===== src/rtl/mode_pkg.sv =====
// rtl/mode_pkg.sv - shared mode codes, response status codes and dispatcher state encoding
package mode_pkg;

  localparam int N_MODES = 5;

  localparam logic [2:0] MODE_NONE  = 3'd0;
  localparam logic [2:0] MODE_STORE = 3'd1;
  localparam logic [2:0] MODE_GEN   = 3'd2;
  localparam logic [2:0] MODE_SHOW  = 3'd3;
  localparam logic [2:0] MODE_CALC  = 3'd4;
  localparam logic [2:0] MODE_SETUP = 3'd5;

  typedef enum logic [1:0] {
    ST_OK      = 2'b00,
    ST_ERROR   = 2'b01,
    ST_ABORTED = 2'b10,
    ST_TIMEOUT = 2'b11
  } status_t;

  typedef enum logic [2:0] {
    S_IDLE     = 3'd0,
    S_RUN      = 3'd1,
    S_ABORT    = 3'd2,
    S_RESP     = 3'd3,
    S_ERR_HOLD = 3'd4
  } disp_state_t;

  function automatic logic is_valid_mode(input logic [2:0] code);
    return (code >= MODE_STORE) && (code <= MODE_SETUP);
  endfunction

  function automatic logic [N_MODES-1:0] mode_to_onehot(input logic [2:0] code);
    logic [N_MODES-1:0] oh;
    oh = '0;
    if (is_valid_mode(code)) oh = N_MODES'(1) << (code - 3'd1);
    return oh;
  endfunction

endpackage


===== src/rtl/err_blinker.sv =====
// rtl/err_blinker.sv - error-window timer: toggles led every period cycles, flags done after window cycles
module err_blinker (
  input  logic        clk,
  input  logic        rst_n,
  input  logic        i_enable,
  input  logic [31:0] i_period,
  input  logic [31:0] i_window,
  output logic        o_led,
  output logic        o_done
);

  logic [31:0] r_win_cnt;
  logic [31:0] r_per_cnt;
  logic        r_led;
  logic        w_per_end;

  assign w_per_end = (r_per_cnt + 32'd1) >= i_period;
  assign o_done    = i_enable && ((r_win_cnt + 32'd1) >= i_window);
  assign o_led     = r_led;

  always_ff @(posedge clk or negedge rst_n) begin
    if (!rst_n) begin
      r_win_cnt <= '0;
      r_per_cnt <= '0;
      r_led     <= 1'b0;
    end else if (!i_enable || o_done) begin
      r_win_cnt <= '0;
      r_per_cnt <= '0;
      r_led     <= 1'b0;
    end else begin
      r_win_cnt <= r_win_cnt + 32'd1;
      if (w_per_end) begin
        r_per_cnt <= '0;
        r_led     <= ~r_led;
      end else begin
        r_per_cnt <= r_per_cnt + 32'd1;
      end
    end
  end

endmodule


===== src/rtl/mode_dispatcher.sv =====
// rtl/mode_dispatcher.sv - launches the requested subsystem, supervises it and returns a one-cycle completion response
module mode_dispatcher
  import mode_pkg::*;
#(
  parameter int unsigned CLK_FREQ_HZ = 50_000_000,
  parameter int unsigned TIMEOUT_S   = 30,
  parameter int unsigned ABORT_WAIT  = 1024,
  parameter int unsigned BLINK_HZ    = 4,
  parameter int unsigned ERR_HOLD_S  = 1
) (
  input  logic       clk,
  input  logic       rst_n,
  input  logic       req_valid,
  input  logic [2:0] req_mode,
  output logic       req_ready,
  input  logic       exit_pulse,
  output logic [4:0] sub_start,
  output logic [4:0] sub_abort,
  input  logic [4:0] sub_done,
  input  logic [4:0] sub_err,
  output logic [2:0] active_mode,
  output logic       resp_valid,
  output logic [1:0] resp_status,
  output logic       err_led
);

  localparam logic [31:0] WD_LIMIT     = 32'(CLK_FREQ_HZ * TIMEOUT_S);
  localparam logic [31:0] ABORT_LIMIT  = 32'(ABORT_WAIT);
  localparam logic [31:0] BLINK_PERIOD = 32'(CLK_FREQ_HZ / (2 * BLINK_HZ));
  localparam logic [31:0] HOLD_CYCLES  = 32'(CLK_FREQ_HZ * ERR_HOLD_S);
  localparam logic        WD_ENABLED   = (TIMEOUT_S != 0);

  disp_state_t r_state, w_next;
  status_t     r_status, w_next_status;
  logic [2:0]  r_code;
  logic [31:0] r_cnt;

  logic        r_req_ready, r_resp_valid;
  logic [4:0]  r_sub_start, r_sub_abort;
  logic [2:0]  r_active_mode;
  logic [1:0]  r_resp_status;

  logic        w_accept, w_done_sel, w_err_sel, w_wd_hit, w_abort_to, w_hold_done;
  logic [4:0]  w_sel;

  assign w_accept   = req_valid && (r_state == S_IDLE);
  assign w_sel      = mode_to_onehot(r_code);
  assign w_done_sel = |(sub_done & w_sel);
  assign w_err_sel  = |(sub_err & w_sel);
  assign w_wd_hit   = WD_ENABLED && (r_cnt == WD_LIMIT - 32'd1);
  assign w_abort_to = (r_cnt + 32'd1) >= ABORT_LIMIT;

  // Completion from the subsystem outranks the user exit and the watchdog.
  always_comb begin
    w_next        = r_state;
    w_next_status = r_status;
    unique case (r_state)
      S_IDLE: begin
        if (w_accept) begin
          if (is_valid_mode(req_mode)) begin
            w_next = S_RUN;
          end else begin
            w_next        = S_RESP;
            w_next_status = ST_ERROR;
          end
        end
      end
      S_RUN: begin
        if (w_err_sel) begin
          w_next        = S_RESP;
          w_next_status = ST_ERROR;
        end else if (w_done_sel) begin
          w_next        = S_RESP;
          w_next_status = ST_OK;
        end else if (exit_pulse) begin
          w_next        = S_ABORT;
          w_next_status = ST_ABORTED;
        end else if (w_wd_hit) begin
          w_next        = S_ABORT;
          w_next_status = ST_TIMEOUT;
        end
      end
      S_ABORT: begin
        if (w_done_sel || w_err_sel || w_abort_to) w_next = S_RESP;
      end
      S_RESP: begin
        w_next = (r_status == ST_OK) ? S_IDLE : S_ERR_HOLD;
      end
      S_ERR_HOLD: begin
        if (w_hold_done) w_next = S_IDLE;
      end
      default: w_next = S_IDLE;
    endcase
  end

  always_ff @(posedge clk or negedge rst_n) begin
    if (!rst_n) begin
      r_state  <= S_IDLE;
      r_status <= ST_OK;
      r_code   <= MODE_NONE;
      r_cnt    <= '0;
    end else begin
      r_state  <= w_next;
      r_status <= w_next_status;
      if (w_accept) r_code <= req_mode;
      if (w_next != r_state) r_cnt <= '0;
      else if (r_cnt != '1) r_cnt <= r_cnt + 32'd1;
    end
  end

  // Outputs are registered from the next state so they line up with the state they describe.
  always_ff @(posedge clk or negedge rst_n) begin
    if (!rst_n) begin
      r_req_ready   <= 1'b1;
      r_sub_start   <= '0;
      r_sub_abort   <= '0;
      r_active_mode <= MODE_NONE;
      r_resp_valid  <= 1'b0;
      r_resp_status <= ST_OK;
    end else begin
      r_req_ready   <= (w_next == S_IDLE);
      r_sub_start   <= w_accept ? mode_to_onehot(req_mode) : '0;
      r_sub_abort   <= (w_next == S_ABORT) ? w_sel : '0;
      r_active_mode <= (w_next == S_RUN || w_next == S_ABORT)
                       ? ((r_state == S_IDLE) ? req_mode : r_code) : MODE_NONE;
      r_resp_valid  <= (w_next == S_RESP);
      r_resp_status <= (w_next == S_RESP) ? w_next_status : ST_OK;
    end
  end

  err_blinker u_err_blinker (
    .clk      (clk),
    .rst_n    (rst_n),
    .i_enable (r_state == S_ERR_HOLD),
    .i_period (BLINK_PERIOD),
    .i_window (HOLD_CYCLES),
    .o_led    (err_led),
    .o_done   (w_hold_done)
  );

  assign req_ready   = r_req_ready;
  assign sub_start   = r_sub_start;
  assign sub_abort   = r_sub_abort;
  assign active_mode = r_active_mode;
  assign resp_valid  = r_resp_valid;
  assign resp_status = r_resp_status;

endmodule


===== config.mk =====
export PLATFORM = sky130hd
export DESIGN_NAME = mode_dispatcher
export DESIGN_NICKNAME = d
export VERILOG_FILES = /design/src/rtl/mode_pkg.sv /design/src/rtl/err_blinker.sv /design/src/rtl/mode_dispatcher.sv
export SDC_FILE = /design/constraint.sdc
export NUM_CORES = 1
export LEC_CHECK = 0
export CAP_MARGIN = 20
export CORE_MARGIN = 2
export CORE_UTILIZATION = 63
export CTS_BUF_LIST = sky130_fd_sc_hd__clkbuf_4 sky130_fd_sc_hd__clkbuf_8
export DETAILED_ROUTE_END_ITERATION = 8
export GPL_ROUTABILITY_DRIVEN = 0
export GPL_TIMING_DRIVEN = 0
export PLACE_DENSITY = 0.83
export SYNTH_ARGS = -nofsm -noshare
export SYNTH_HDL_FRONTEND = slang
export SYNTH_SLANG_ARGS = --single-unit

===== constraint.sdc =====
create_clock -name clk -period 4.35 [get_ports clk]
set_input_delay 0.87 -clock clk [delete_from_list [all_inputs] [get_ports clk]]
set_output_delay 0.87 -clock clk [all_outputs]
set_load 0.02 [all_outputs]

# Word level (Yosys, flattened, before mapping)
# Index checks and enable logic that the tools add are counted.
# Widths: inputs -> output; s select.
[classes]
bitwise = 3
shift = 2
muxes = 31
add_sub_neg = 5
reduce_logical = 16
eq_ne = 10
magnitude_cmp = 7
[op_table]
columns = ["cell", "count"]
rows = [
  ["$mux 32", 5],
  ["$add 32x1->32 const B", 3],
  ["$eq 32x31->1 const B", 1],
  ["$ge 32x11->1 const B", 1],
  ["$ge 32x23->1 const B", 1],
  ["$ge 32x26->1 const B", 1],
  ["$ne 32x32->1 const B", 1],
  ["$mux 3", 10],
  ["$mux 5", 4],
  ["$mux 2", 8],
  ["$pmux 3 s5", 1],
  ["$eq 3x2->1 const B", 4],
  ["$and 5x5->5", 2],
  ["$reduce_or 5->1", 2],
  ["$shl 1x3->5 const A", 2],
  ["$eq 3x1->1 const B", 2],
  ["$ge 3x1->1 const B", 2],
  ["$le 3x3->1 const B", 2],
  ["$logic_not 3->1", 2],
  ["$sub 3x1->3 const B", 2],
  ["$logic_and 1x1->1", 4],
  ["$logic_or 1x1->1", 4],
  ["$pmux 2 s2", 1],
  ["$reduce_bool 2->1", 2],
  ["other kinds (6)", 7],
]
[totals]
input_bits = 17
ff_bits = 122
word_cells = 87

# Depth between registers and ports, before layout
[depth]
word_depth = 12
depth_mapped = 13
ltp_nobuf = 10

# Hierarchy
# From an unflattened synthesis, not the netlist that was laid out.
[unflattened]
cells_unflattened = 879
area_unflattened_um2 = 8035.2
[by_module_without_submodules]
columns = ["module", "seq_area_each_um2", "instances", "area_each_um2", "cells_per_inst"]
rows = [
  ["err_blinker", 1626.6, 1, 4732.0, 522],
  ["mode_dispatcher", 1427.6, 1, 3303.2, 357],
]

# Worst setup path before layout
# No wires, ideal clock.
[synth_timing]
path_kind = "flip-flop to flip-flop"
startpoint = "reg u_err_blinker.r_win_cnt[3]"
endpoint = "reg r_cnt[15]"
arrival_ns = 2.889
setup_ns = 0.157
required_ns = 4.193
stages_incl_launch_ff = 11
path_slack_ns = 1.304
path_cell_list = "dfrtp_1 -> and4_1 -> buf_4 -> nand3_2 -> or4_1 -> xor2_1 -> or4b_1 -> or4_4 -> a31oi_4 -> buf_8 -> a2111oi_2"
[synth_via]
elab_chain_cells = 7
[synth_lines]
columns = ["element", "line", "text"]
rows = [
  ["start, declared", "err_blinker.sv:12", "logic [31:0] r_win_cnt;"],
  ["start signal, assigned", "err_blinker.sv:31", "r_win_cnt <= r_win_cnt + 32'd1;"],
  ["$add 32x1->32 (*)", "err_blinker.sv:18", "assign o_done = i_enable && ((r_win_cnt + 32'd1) >= i_window);"],
  ["$ge 32x26->1 (*)", "err_blinker.sv:18", ""],
  ["$logic_and 1x1->1 (*)", "err_blinker.sv:18", ""],
  ["$mux 3 (*)", "mode_dispatcher.sv:90", "if (w_hold_done) w_next = S_IDLE;"],
  ["$pmux 3 s5 (*)", "mode_dispatcher.sv:57", "unique case (r_state)"],
  ["$ne 3x3->1 (*)", "mode_dispatcher.sv:106", "if (w_next != r_state) r_cnt <= '0;"],
  ["$mux 32 or $reduce_bool 2->1 (tied branches)", "--", ""],
  ["end signal, assigned", "mode_dispatcher.sv:107", "else if (r_cnt != '1) r_cnt <= r_cnt + 32'd1;"],
  ["end, declared", "mode_dispatcher.sv:36", "logic [31:0] r_cnt;"],
]
# Mark *: on every way between the ends. The rest lies on a longest branch, timed or not.
# A chain may end at the register's enable or synchronous reset.

# Worst setup path in the final report
[layout_timing]
startpoint = "reg r_cnt[0]"
endpoint = "reg r_cnt[1]"
[layout_via]
elab_chain_cells = 8
[layout_lines]
columns = ["element"]
rows = [
  ["branches (longest 8 deep; another with $add 32x1->32)"],
]
# Several ways; the timed one is not identified. The select of a mux whose other input is x is not followed.

==> results.sh <==
export IMPL_grt_usage_pct=28.87
export IMPL_power_density_nw_per_um2=400.4
export IMPL_cts_sinks=122
export IMPL_fin_skew_ps=16.27
export IMPL_start_kind="flop"
export IMPL_fin_util_pct=73.37
export IMPL_die_w_um=111.9
export IMPL_core_area_um2=11370
export IMPL_port_buffers=33
export IMPL_worst_hold_slack_ps=368.7
export IMPL_num_vias=6525
export IMPL_setup_viol=0
export IMPL_reg2reg_depth=11
export IMPL_yosys_warnings=0
export IMPL_worst_setup_path_type="flop to flop"
export IMPL_dr_pass1_iters=6
export IMPL_worstPathRequired_ps=4650
export IMPL_finalPower_mw=3.340
export IMPL_antenna_found_initial=0
export IMPL_rows=39
export IMPL_p_int_mw=2.157
export IMPL_p_clk_share_pct=31.6
export IMPL_synth_area_top_cells="dfrtp_1 (41%), xnor2_1 (5.9%), nor3_1 (4.2%)"
export IMPL_hold_path_class="input port to asynchronous set/reset pin"
export IMPL_ios=35
export IMPL_clk_path_buf_depth=2
export IMPL_cts_made_buffers=17
export IMPL_dp_hpwl_mm=12.43
export IMPL_swShare_pct=35.42
export IMPL_worst_slew_pin_slew_ps=1244
export IMPL_die_h_um=111.9
export IMPL_grt_pass1_vias=6266
export IMPL_area_growth_pct=13.73
export IMPL_ctsHoldBuffers=0
export IMPL_ys_seq_elements=122
export IMPL_cts_tree="built"
export IMPL_yosysTopAreaCellShare_pct=41.28
export IMPL_p_sw_mw=1.183
export IMPL_syn_instance_count=798
export IMPL_rsz0062_at_grt="no"
export IMPL_antenna_cells=0
export IMPL_drive_gt1_share_pct=10.59
export IMPL_postSynth_asyncResetShare_pct=100.0
export IMPL_fin_crit_sh_pct=88.67
export IMPL_synth_cell_types=77
export IMPL_slew_violations=0
export IMPL_vdd_ir_drop_max_uv=412.6
export IMPL_yosysTopAreaCell="dfrtp_1"
export IMPL_cap_violations=0
export IMPL_syn_cell_area_um2=7335
export IMPL_syn_area_per_cell_um2=9.191
export IMPL_crit_arrival_ps=4160
export IMPL_max_slew_margin_rel_pct=17.04
export IMPL_p_comb_share_pct=29.9
export IMPL_cts_setup_buffers=0
export IMPL_seq_power_share_pct=38.5
export IMPL_seq_area_frac_synth_pct=41.64
export IMPL_max_freq_ghz=0.2593
export IMPL_dieArea_um2=12520
export IMPL_cts_resized=0
export IMPL_hold_violations=0
export IMPL_clock_latency_ps=450
export IMPL_routed_via_density=6.391
export IMPL_cp_max_fo=10
export IMPL_setup_tns_ps=0
export IMPL_final_nets=889
export IMPL_grt_overflow=0
export IMPL_drc=0
export IMPL_initial_core_util_pct=64.51
export IMPL_htree_levels=4
export IMPL_clk_pin_slew_worst_paths_ps=70
export IMPL_synth_flop_cell="dfrtp_1"
export IMPL_synth_edff_count=0
export IMPL_p_leak_nw=3.166
export IMPL_grt_pass1_wl_mm=29.53
export IMPL_critPathCaptureType="flop"
export IMPL_root_buffer="clkbuf_8"
export IMPL_status="finished, final reports clean"
export IMPL_routed_wl_mm=17.25
export IMPL_wl_per_cell_um=16.89
export IMPL_drt_iter0_drc=537
export IMPL_layout_min_cycle_time_ps=3857
export IMPL_fillCellCount=854
export IMPL_grt_start_max_net_pins=69
export IMPL_final_antenna_net_count=0
==> per-stage QoR <==
stage | std cells | area (µm²) | setup slack [ps]
global route | 1021 | 8342 | 236.1
CTS | 1021 | 8342 | 571.7
detailed placement | 989 | 7925 | 605.1
finish | 1021 | 8342 | 493.1
floorplan | 812 | 7387 | 1304
global placement | 988 | 7896 | -2006
==> synth_stat cells, drive strengths merged, types with 12 or more instances <==
library cell / count
xor2: 35
a2111oi: 13
nor4: 29
clkbuf: 31
o21ai: 18
xnor2: 49
nand2: 63
dfrtp: 121
buf: 20
nand3: 50
and3: 16
mux2i: 13
nor2: 76
inv: 12
nand4: 28
nor3: 62
==> logic make-up after synthesis <==
kind of cell               share of synthesized area, %
muxes                                             2.235
buffers and inverters                             4.077
adders and majority gates                         1.194
xor gates and xnor gates                          10.03
DFF                                               41.64
AOI/OAI and AO/OA                                 11.45
other                                           0.05113
and+or+nand+nor                                   29.32
==> power by group through the flow <==
stage	Combinational, mW	Sequential [mW]	Clock (mW)
floorplan	0.654	1.33	0
global placement	0.947	1.30	0
detailed placement	0.984	1.30	0
CTS	0.989	1.28	1.07
global route	1.09	1.29	1.12
finish	0.998	1.29	1.06
==> registers in the layout (all words and copies together), names as in the netlist <==
| signal | flops |
|---|---|
| resp_status | 2 |
| r_cnt | 32 |
| sub_abort | 5 |
| u_err_blinker.r_per_cnt | 32 |
| req_ready | 1 |
| r_code | 3 |
| r_state | 3 |
| active_mode | 3 |
| sub_start | 5 |
| u_err_blinker.o_led | 1 |
| resp_valid | 1 |
| r_status | 2 |
| u_err_blinker.r_win_cnt | 32 |
==> worst max-delay path: stages (launching register included) <==
cell and delay, ps:
dfrtp_1 460, ha_1 290, nand4_1 220, nor4_2 820
and2_0 210, buf_2 210, a211oi_1 100, o211ai_1 230
o31ai_1 100, a21oi_1 480, clkbuf_1 450, nor4_1 130
==> area by class of cell <==
type | instances | area (µm²) | share of cell area [%]
buffer | 51 | 254.0 | 3.045
clock buffer | 20 | 269.0 | 3.225
clock inverter | 12 | 147.6 | 1.770
inverter | 12 | 45.04 | 0.5400
multi-input combinational | 627 | 4034 | 48.36
sequential | 122 | 3054 | 36.61
tap | 143 | 178.9 | 2.145
timing repair buffer | 34 | 359.1 | 4.305
==> cells in the final DEF, fill, tap and decap left out, drive strengths merged, types with 8 or more instances in the layout <==
master	synthesis	routed
mux2i	13	13
a21oi	11	11
nand4	28	28
clkbuf	31	51
inv	12	12
o21ai	18	18
buf	20	22
or4	8	8
nor2	76	76
or2	8	8
xor2	35	35
xnor2	49	49
conb	1	15
or3	10	10
nor4	29	29
nor3	62	62
nand3	50	50
nand2	63	63
clkdlybuf4s50	0	32
and4	11	11
a31oi	8	8
a2111oi	13	13
dfrtp	121	121
and3	16	16
==> path summary, 6_finish.rpt <==
check                                            from                           to  slack (ps)
min in group clk           u_err_blinker.r_win_cnt[0]   u_err_blinker.r_win_cnt[0]         550
min                                             rst_n   u_err_blinker.r_per_cnt[6]         370
min reg2reg                u_err_blinker.r_win_cnt[0]   u_err_blinker.r_win_cnt[0]         550
max reg2reg                                  r_cnt[0]                     r_cnt[1]         490
max in group asynchronous                       rst_n  u_err_blinker.r_win_cnt[30]        3300
max                                          r_cnt[0]                     r_cnt[1]         490
==> layer usage <==
layer	up-vias	wire, µm	GRT usage [%]	part of all wire, %
met5	-	0	0	0
met4	0	401	9.877	2.3
met3	51	1105	6.696	6.4
met2	272	8213	47.60	48
met1	3153	7526	37.78	44
li1	3049	-	-	-
No activity file was read; power rests on OpenSTA's default activity.
